File: config.mk
export PLATFORM = sky130hd
export DESIGN_NAME = tx_symbol_scheduler
export DESIGN_NICKNAME = d
export VERILOG_FILES = /design/src/rtl/tx_symbol_scheduler.sv
export SDC_FILE = /design/constraint.sdc
export NUM_CORES = 1
export LEC_CHECK = 0
export ABC_AREA = 1
export CAP_MARGIN = 25
export CORE_UTILIZATION = 56
export DETAILED_ROUTE_END_ITERATION = 16
export GPL_ROUTABILITY_DRIVEN = 0
export GPL_TIMING_DRIVEN = 1
export PLACE_DENSITY = 0.9
export SYNTH_ARGS = -nofsm -noshare
export SYNTH_HDL_FRONTEND = slang
export SYNTH_SLANG_ARGS = --single-unit
File: constraint.sdc
create_clock -name clk -period 1.7 [get_ports clk]
set_input_delay 0.255 -clock clk [delete_from_list [all_inputs] [get_ports clk]]
set_output_delay 0.255 -clock clk [all_outputs]
set_load 0.005 [all_outputs]
File: src/rtl/tx_symbol_scheduler.sv
// tx_symbol_scheduler: picks lane content per cycle (NOT_READY/DATA/IDLE/CC),
// inserts periodic CC bursts, backpressures the AXI-S source, tracks frames.
// Ports:
//   clk, rst (sync, active-high)
//   channel_init_finished  channel up (level)
//   axi_valid, axi_last    source beat and end-of-frame flag
//   axi_ready              beat accepted this cycle
//   tx_sel                 0=IDLE 1=DATA 2=CC 3=NOT_READY
//   in_frame               frame open (registered)
//   cc_active              CC burst cycle
//   frame_abort            1-cycle pulse: channel lost mid-frame
module tx_symbol_scheduler #(
  parameter int CC_PERIOD = 10000,
  parameter int CC_LENGTH = 3
) (
  input  logic       clk,
  input  logic       rst,
  input  logic       channel_init_finished,
  input  logic       axi_valid,
  input  logic       axi_last,
  output logic       axi_ready,
  output logic [1:0] tx_sel,
  output logic       in_frame,
  output logic       cc_active,
  output logic       frame_abort
);

  localparam int TW = $clog2(CC_PERIOD);
  localparam int BW = $clog2(CC_LENGTH + 1);
  localparam logic [TW-1:0] T_LAST = TW'(CC_PERIOD - 1);
  localparam logic [BW-1:0] B_LAST = BW'(CC_LENGTH - 1);

  localparam logic [1:0] SEL_IDLE = 2'd0;
  localparam logic [1:0] SEL_DATA = 2'd1;
  localparam logic [1:0] SEL_CC   = 2'd2;
  localparam logic [1:0] SEL_NRDY = 2'd3;

  typedef enum logic [1:0] {
    S_WAIT_INIT,
    S_RUN,
    S_CC
  } state_e;

  state_e        state_q, state_d;
  logic [TW-1:0] timer_q, timer_d;
  logic [BW-1:0] burst_q, burst_d;
  logic          in_frame_q, in_frame_d;
  logic          abort_q, abort_d;
  logic          xfer;

  always_ff @(posedge clk) begin
    if (rst) begin
      state_q    <= S_WAIT_INIT;
      timer_q    <= '0;
      burst_q    <= '0;
      in_frame_q <= 1'b0;
      abort_q    <= 1'b0;
    end else begin
      state_q    <= state_d;
      timer_q    <= timer_d;
      burst_q    <= burst_d;
      in_frame_q <= in_frame_d;
      abort_q    <= abort_d;
    end
  end

  always_comb begin
    state_d    = state_q;
    timer_d    = timer_q;
    burst_d    = burst_q;
    in_frame_d = in_frame_q;
    abort_d    = 1'b0;
    axi_ready  = 1'b0;
    tx_sel     = SEL_NRDY;
    cc_active  = 1'b0;
    xfer       = 1'b0;
    unique case (state_q)
      S_WAIT_INIT: begin
        timer_d    = '0;
        burst_d    = '0;
        in_frame_d = 1'b0;
        if (channel_init_finished) state_d = S_RUN;
      end
      S_RUN: begin
        axi_ready = 1'b1;
        xfer      = axi_valid;
        tx_sel    = xfer ? SEL_DATA : SEL_IDLE;
        if (xfer) in_frame_d = !axi_last;
        if (!channel_init_finished) begin
          // A frame closed by this very beat is not aborted.
          abort_d    = in_frame_q && !(xfer && axi_last);
          state_d    = S_WAIT_INIT;
          timer_d    = '0;
          burst_d    = '0;
          in_frame_d = 1'b0;
        end else if (timer_q == T_LAST) begin
          state_d = S_CC;
          timer_d = '0;
          burst_d = '0;
        end else begin
          timer_d = timer_q + TW'(1);
        end
      end
      S_CC: begin
        tx_sel    = SEL_CC;
        cc_active = 1'b1;
        if (!channel_init_finished) begin
          abort_d    = in_frame_q;
          state_d    = S_WAIT_INIT;
          timer_d    = '0;
          burst_d    = '0;
          in_frame_d = 1'b0;
        end else if (burst_q == B_LAST) begin
          state_d = S_RUN;
          timer_d = '0;
          burst_d = '0;
        end else begin
          burst_d = burst_q + BW'(1);
        end
      end
      default: state_d = S_WAIT_INIT;
    endcase
  end

  assign in_frame    = in_frame_q;
  assign frame_abort = abort_q;

endmodule

### Yosys cells after proc, flatten, opt, wreduce, memory -nomap -nowiden

Cells that the tools add are included.

| storage, ports and cells | value |
|---|---|
| register bits after elaboration | 20 |
| input port bits | 5 |
| output and inout port bits | 6 |
| word-level logic and storage cells | 53 |

| cells by class | value |
|---|---|
| add/subtract/negate cells | 2 |
| eq/ne operators | 9 |
| mux-type cells | 27 |
| reduce and logical (&&, ||, !) cells | 10 |

Operators by type and width:

| cell | number |
|---|---|
| $mux W14 | 4 |
| $pmux W14 S3 | 1 |
| $mux W2 | 9 |
| $add A14 B1 Y14 const B | 1 |
| $eq A14 B14 Y1 const B | 1 |
| $pmux W2 S3 | 2 |
| $ne A3 B3 Y1 const B | 3 |
| $mux W1 | 8 |
| $reduce_and A3 Y1 | 2 |
| $eq A2 B2 Y1 const B | 2 |
| $ne A2 B2 Y1 const B | 2 |
| $pmux W2 S2 | 1 |
| $reduce_and A2 Y1 | 2 |
| $pmux W1 S3 | 1 |
| $reduce_bool A3 Y1 | 1 |
| $add A2 B1 Y2 const B | 1 |
| $eq A2 B1 Y1 const B | 1 |
| $logic_and A1 B1 Y1 | 2 |
| $logic_not A1 Y1 | 2 |
| $logic_not A2 Y1 | 1 |
| $pmux W1 S2 | 1 |

### Logic depth before layout (Yosys ltp)

Gate-level depths: netlist of the first run.

| depth | value |
|---|---|
| depth in word-level cells | 5 |
| mapped depth | 12 |
| depth with buffers taken out | 11 |

### Worst setup path after synthesis of the first run

No wires, ideal clock.

| timing | value |
|---|---|
| path kind | flip-flop to flip-flop |
| start point | reg state_q[0] |
| end point | reg timer_q[3] |
| arrival time | 1.466 ns |
| required time | 1.585 ns |
| path slack | 0.119 ns |
| cell stages (with the launch flop) | 11 |
| path buffers | 1 |
| clock period less this slack | 1.581 ns |
| cells stage by stage | dfxtp_1 inv_1 ha_1 nand2_1 inv_2 o21ai_4 nand2_2 buf_6 nor2_1 xor2_1 nor2_2 |

| on the way | value |
|---|---|
| cells in the longest elaborated chain, start to end | 3 |
| elaborated cells on any way between the ends | 7 |
| those cells by class | eq/ne: 3; mux: 1; reduce/logical: 3 |

Ends and longest elaborated chain:

| item | RTL line | source |
|---|---|---|
| from (decl) | 44 | `state_e state_q, state_d;` |
| from (signal assigned) | 59 | `state_q <= state_d;` |
| $eq A2 B2 Y1 (tied with other cells) | 77 | `unique case (state_q)` |
| $ne A3 B3 Y1 (no source line) / $reduce_bool A3 Y1 (equally long branches) | n/a |  |
| $reduce_and A2 Y1 (no source line) | n/a |  |
| to (signal assigned) | 60 | `timer_q <= timer_d;` |
| to (decl) | 45 | `logic [TW-1:0] timer_q, timer_d;` |

Parallel ways exist; a longest one is shown, timed or not.
A chain may end at the register's enable or synchronous reset.

### Final worst setup path of the first run

| timing | value |
|---|---|
| start point | reg state_q[1] |
| end point | out axi_ready |

| on the way | value |
|---|---|
| cells in the longest elaborated chain, start to end | 2 |

Ends and longest elaborated chain:

| item | RTL line | source |
|---|---|---|
| $eq A2 B1 Y1 | 77 |  |
| $mux W1 | 77 |  |
| to (decl) | 21 | `output logic axi_ready,` |

No other way between the ends.

==> results.md, run 1 <==
- Syn_nets: 180
- Setup crit end kind: output port
- Layout cell share with drive strength beyond 1: 25.3%
- Max frequency: 615 MHz
- DRT Wirelength: 2.55 mm
- Num rows: 16
- Final hold viol count: 0
- Pwr Density: 717 nW/µm²
- Mux contribution to synthesized area: 0.806%
- Worst skew pair latency: 0.30 ns
- Detail Route Antenna Nets: 0
- Adder-cell area share of the yosys netlist: 6.05%
- Clock Skews: 0.00307 ns
- # diodes: 0
- Io pins: 11
- Final min period: 1.63 ns
- Yosys reg bits: 20
- DR DRC count: 0
- CTS tree: done
- Library cells used by synthesis: 29
- Largest family of logic cells by synthesized area: simple AND/OR/NAND/NOR gates
- Clock sinks: 20
- Vias in the first global route: 1,083
- Reg2Reg Setup Slack: 0.12 ns
- Worst Hold Class: reg -> reg
- Vias: 1,101
- Compound-Gate Fraction of Synth Area: 9.98%
- Ys async rst share: 0%
- Final setup violation count: 0
- Gr usage total: 25.1%
- Critical path fanouts, max: 3
- Prevailing post-synth register cell: dfxtp_1
- Lkg Pwr: 0.000585 µW
- Initial antenna violation count: 0
- CP Cell Sequence: inv_2, ha_4, clkdlybuf4s50_1
- Largest net degree at the start of global routing: 13
- Core area: 2020 µm²
- CTS Root Cell: clkbuf_4
- I/O Buffers: 10
- Post-Syn Area per Cell: 7.34 µm²
- Starting Density: 61.4%
- First-pass GRT wire length: 4.63 mm
- WL/cell: 12.0 µm
- Worst path slowest cell: clkdlybuf4s50_1
- Final number of max-transition violations: 0
- Post-Syn Instances: 169
- Critical path arrival: 1.37 ns
- Max incr delay on CP: 0.49 ns
- Die Footprint: 2410 µm²
- Period utilisation layout: 95.6%
- VDD IR max: 0.000535 V
- 1st-pass router iterations: 4
- Number of synthesized flops with an enable pin: 0
- Max-cap viol count: 0
- Worst Path Required: 1.44 ns
- Vias per Instance: 5.17
- XOR/XNOR Fraction of Synth Area: 4.23%
- Total grt overflow: 0
- Final std cells w/o fill: 213
- Critical path type: reg -> out
- # hold bufs at CTS: 0
- Cell Area, Synth: 1240 µm²
- CP Launch Type: flop
- H-tree Lvls: 1
- Worst-margin pin slew: 0.283 ns
- Post-Place Cells: 209
- Post-DP Area: 1400 µm²
- Layout Nets: 199
- Post-synthesis sequential area ratio: 32.3%
- Post-synthesis simple-gate area fraction: 37.0%
- 1st-iter DRT viols: 25
- Die Height: 49.1 µm
- Total negative slack: 0 ns
- Layout fillers: 153
- Fin area: 1470 µm²
- Status: finished, final reports clean
- Layout area overhead: 18.2%
- Total power: 1050 µW
- Layout Utilization: 72.6%
- Max clock buf depth: 2
- Warnings, synthesis: 0
- Die width: 49.1 µm
- Worst slew margin: 81.1%
- Unrepaired setup endpoints after global routing: false
- Worst-path clk slew: 0.10 ns
- CTS buffer count: 3
- Post-DP HPWL: 1.96 mm
[kinds of logic after synthesis]
group / after synthesis
AND/OR/NAND/NOR: 88
buffers and inverters: 28
AO/OA/AOI/OAI: 20
flip-flops: 20
XOR/XNOR: 6
adder cells (fa/ha/maj): 6
multiplexers: 1
[metrics by stage]
stage               setup WS, ns  hold slack, ns
detailed placement      -0.00390           0.466
finish                    0.0744           0.486
global placement          0.0552           0.461
global route             0.00974           0.534
floorplan                  0.119           0.324
CTS                     0.000756           0.485
[report_power, final]
part           internal [µW]  switching, µW  total, µW  leakage, µW
Clock                   82.8            137        220    0.0000138
Sequential               490           20.9        511     0.000162
Combinational            145            177        322     0.000409
Total                    717            335       1050     0.000585
[cell usage after synthesis (all sizes together) (2+ instances only)]
| cell type | n | area [µm²] |
|---|---|---|
| o21ai | 7 | 46.3 |
| xnor2 | 2 | 17.5 |
| dfxtp | 20 | 400 |
| inv | 26 | 97.6 |
| nand4 | 3 | 18.8 |
| nand2 | 36 | 165 |
| xor2 | 4 | 35.0 |
| ha | 6 | 75.1 |
| a21oi | 11 | 62.6 |
| nor3 | 3 | 20.0 |
| buf | 2 | 22.5 |
| nand3 | 14 | 80.1 |
| nor2 | 30 | 161 |
[routing by layer]
metal / up-vias / share of wire [%] / track usage (%)
met5: - / 0 / 0
met4: 0 / 1.5 / 8.82
met3: 4 / 2.0 / 7.17
met2: 18 / 52 / 44.5
met1: 512 / 44 / 28.3
li1: 567 / - / -
[final timing paths]
check                               start                        to  cells past startpoint
setup / recovery  state_q[1]$_SDFFE_PP0P_                 axi_ready                      3
hold / removal      in_frame$_SDFFE_PP0P_     in_frame$_SDFFE_PP0P_                      2
setup reg to reg  state_q[0]$_SDFFE_PP0P_  timer_q[12]$_SDFFE_PP0P_                      9
hold reg to reg     in_frame$_SDFFE_PP0P_     in_frame$_SDFFE_PP0P_                      2
[final cells by class]
type | count | area [µm²] | area share, %
Inverter | 26 | 97.6 | 6.65
Clock buffer | 3 | 22.5 | 1.53
Multi-Input combinational cell | 121 | 748 | 51.0
Sequential cell | 20 | 403 | 27.5
Timing Repair Buffer | 16 | 163 | 11.1
Tap cell | 27 | 33.8 | 2.30
[sequential cells by signal (all words and copies together) (netlist names)]
register	cells
frame_abort	1
state_q	2
in_frame	1
timer_q	14
burst_q	2
[layout by cell type (no fill, tap or decap), drive strengths merged, types with 2 or more instances in the layout]
cell | synthesis | layout
buf | 2 | 6
ha | 6 | 6
nand2 | 36 | 36
nor2 | 30 | 30
clkdlybuf4s50 | 0 | 7
dfxtp | 20 | 20
inv | 26 | 26
nand4 | 3 | 3
nand3 | 14 | 14
xnor2 | 2 | 2
o21ai | 7 | 7
a21oi | 11 | 11
xor2 | 4 | 4
clkbuf | 0 | 3
nor3 | 3 | 3
[critical path: cells and delay by family, from the launching register on]
kind / cells / cell delay (ns)
fa+ha+maj: 1 / 0.15
buf+inv: 2 / 0.57
flops: 1 / 0.35
[timing repair]
action | in CTS | in global routing
hold endpoints to repair | 0 | 0
setup buffers | 1 | 0
pin swaps | 0 | 0
resized for setup | 7 | 9
cloned | 0 | 0
setup endpoints to repair | 4 | 11
Note: power is estimated with default switching activity, not from simulation.
==> run 2: changes to the inputs <==
- CORE_MARGIN: not set -> 10
- SLEW_MARGIN: not set -> 5
==> run 2 against run 1 <==
Sequential power is essentially flat. Utilization decreased by 0.96 points. Largest power group unchanged. Register-to-register slack about the same. Clock skew up 0.0021 ns. Die area increased by 87%. Final cell count down 0.47%. Largest cell class unchanged.
==> results.md, run 2 (synthesized netlist as in run 1, its figures left out) <==
- Critical path fanouts, max: 3 (unchanged)
- Vias per Instance: 5.32 (+2.8%)
- Period utilisation layout: 95.9% (+0.32 points)
- Max incr delay on CP: 0.50 ns (about the same)
- Cell internal pwr: 712 µW (-0.77%)
- Final min period: 1.63 ns (+0.00550 ns)
- Total grt overflow: 0 (unchanged)
- Worst Hold Launch: in_frame$_SDFFE_PP0P_
- # hold bufs at CTS: 0 (unchanged)
- Die Footprint: 4500 µm² (+87%)
- DR DRC count: 0 (unchanged)
- CTS tree: done
- Unrepaired setup endpoints after global routing: false
- Layout area overhead: 17.8%
- Worst Hold Class: reg -> reg
- Gr usage total: 12.9% (-12 points)
- Layout fillers: 152 (-0.65%)
- Num rows: 16 (unchanged)
- Critical path type: reg -> out
- First-pass GRT wire length: 4.62 mm (-0.28%)
- Final std cells w/o fill: 212 (-0.47%)
- VDD IR max: 0.000554 V (+3.6%)
- Initial antenna violation count: 0 (unchanged)
- Core area: 2040 µm² (+0.99%)
- Pwr Density: 713 nW/µm² (-0.56%)
- Worst-margin pin slew: 0.304 ns (+0.0215 ns)
- Starting Density: 60.8% (-0.60 points)
- Final setup violation count: 0 (unchanged)
- I/O Buffers: 10 (unchanged)
- NetSw: 331 µW (-1.2%)
- DRT Wirelength: 2.62 mm (+2.8%)
- Largest delay share family, worst path: buffers and inverters
- Largest net degree at the start of global routing: 13 (unchanged)
- Lkg Pwr: 0.000567 µW (-3.1%)
- Post-DP HPWL: 2.04 mm (+4.0%)
- Max-cap viol count: 0 (unchanged)
- Worst path slowest cell: clkdlybuf4s50_1
- Clock sinks: 20 (unchanged)
- 1st-iter DRT viols: 68 (+170%)
- Final number of max-transition violations: 0 (unchanged)
- Beginning of the critical path: state_q[1]$_SDFFE_PP0P_
- Hold Worst Slack: 0.492 ns (+0.00686 ns)
- Sequential share of power: 49.1% (+0.6 points)
- 1st-pass router iterations: 6 (+2)
- Max FFs per register: 14 (unchanged)
- Die width: 67.1 µm (+37%)
- Biggest registers after layout: timer_q x14, burst_q x2, state_q x2
- Largest reg by FF count: timer_q
- H-tree Lvls: 1 (unchanged)
- Worst-path clk slew: 0.11 ns (about the same)
- Vias: 1,127 (+2.4%)
- CTS buffer count: 3 (unchanged)
- Setup crit end kind: output port
- Clock power share: 21.3% (+0.4 points)
- Comb pwr share: 29.6% (-1.0 points)
- CTS Root Cell: clkbuf_4
- WL/cell: 12.4 µm (+3.3%)
- Layout Nets: 198 (-0.50%)
- Worst Path Required: 1.44 ns (about the same)
- Post-Place Cells: 207 (-0.96%)
- Switch share: 31.8% (-0.089 points)
- CP Cell Sequence: inv_2, ha_4, clkdlybuf4s50_1
- Status: finished, final reports clean
- Worst slew margin: 79.6% (-1.4 points)
- # diodes: 0 (unchanged)
- Layout cell share with drive strength beyond 1: 24.3% (-0.94 points)
- Most frequent cells in the layout: 29 x nand2_1, 19 x inv_1, 18 x nor2_1, 18 x dfxtp_1, 12 x nand3_1
- Vias in the first global route: 1,075 (-0.74%)
- Reg2Reg Launch Point: state_q[0]$_SDFFE_PP0P_
- Max frequency: 613 MHz (-0.34%)
- Max clock buf depth: 2 (unchanged)
- Clock Skews: 0.00521 ns (+0.00214 ns)
- Leading cell type in the layout, fill and taps excluded: nand2_1
- Die Height: 67.1 µm (+37%)
- Detail Route Antenna Nets: 0 (unchanged)
- Critical path arrival: 1.38 ns (about the same)
- Final hold viol count: 0 (unchanged)
- Worst skew pair latency: 0.30 ns (about the same)
- Critical path buffer and inverter count: 2 (unchanged)
- CP Launch Type: flop
- Io pins: 11 (unchanged)
==> run 2: path summary, 6_finish.rpt <==
check                             to  slack, ns  cells after the start
min reg2reg    in_frame$_SDFFE_PP0P_       0.49                      2
min            in_frame$_SDFFE_PP0P_       0.49                      2
max                        axi_ready       0.07                      3
max reg2reg  timer_q[9]$_SDFFE_PP0P_       0.12                     10
==> run 2: power by group through the flow <==
stage                     clock network [µW]  logic [µW]  registers, µW
after floorplan                            0         185            514
after global placement                     0         276            515
after detailed placement                   0         285            519
after CTS                                234         300            512
after global routing                     251         341            516
final                                    222         309            513
==> run 2: stage by stage <==
step / instance area (µm²) / TNS, ns / total power [µW] / worst slack, ns / util (%)
floorplan: 1240 / 0 / 699 / 0.119 / -
global placement: 1390 / 0 / 791 / 0.0312 / 68.0
detailed placement: 1390 / -0.200 / 804 / -0.0482 / 68.0
CTS: 1440 / 0 / 1050 / 0.0175 / 70.7
global route: 1460 / 0 / 1110 / 0.00687 / 71.6
finish: 1460 / 0 / 1040 / 0.0689 / 71.6
==> run 2: layout make-up <==
| type | count | area (µm²) | area share, % |
|---|---|---|---|
| repair buffers | 15 | 146 | 10.0 |
| flip-flops and latches | 20 | 405 | 27.7 |
| well taps | 27 | 33.8 | 2.31 |
| inverters | 26 | 97.6 | 6.67 |
| clock buffers | 3 | 22.5 | 1.54 |
| multi-input cells | 121 | 757 | 51.8 |
==> run 2: metal layers <==
| metal | GRT usage (%) | vias up | share of wire, % |
|---|---|---|---|
| met2 | 22.7 | 33 | 52 |
| li1 | - | 569 | - |
| met3 | 3.68 | 4 | 5.4 |
| met4 | 5.38 | 0 | 2.0 |
| met5 | 0 | - | 0 |
| met1 | 14.1 | 521 | 41 |
==> run 2: timing repair <==
action,in CTS,in global routing
pin swaps,0,1
gates resized for setup,10,5
endpoints found under the setup margin,17,14
buffers inserted,2,0
==> run 2: tightest hold or removal path: cells and delay by family (launching register included) <==
kind | cells | cell delay [ns]
AOI/OAI and AO/OA | 1 | 0.06
buffers and inverters | 1 | 0.07
DFF | 1 | 0.33
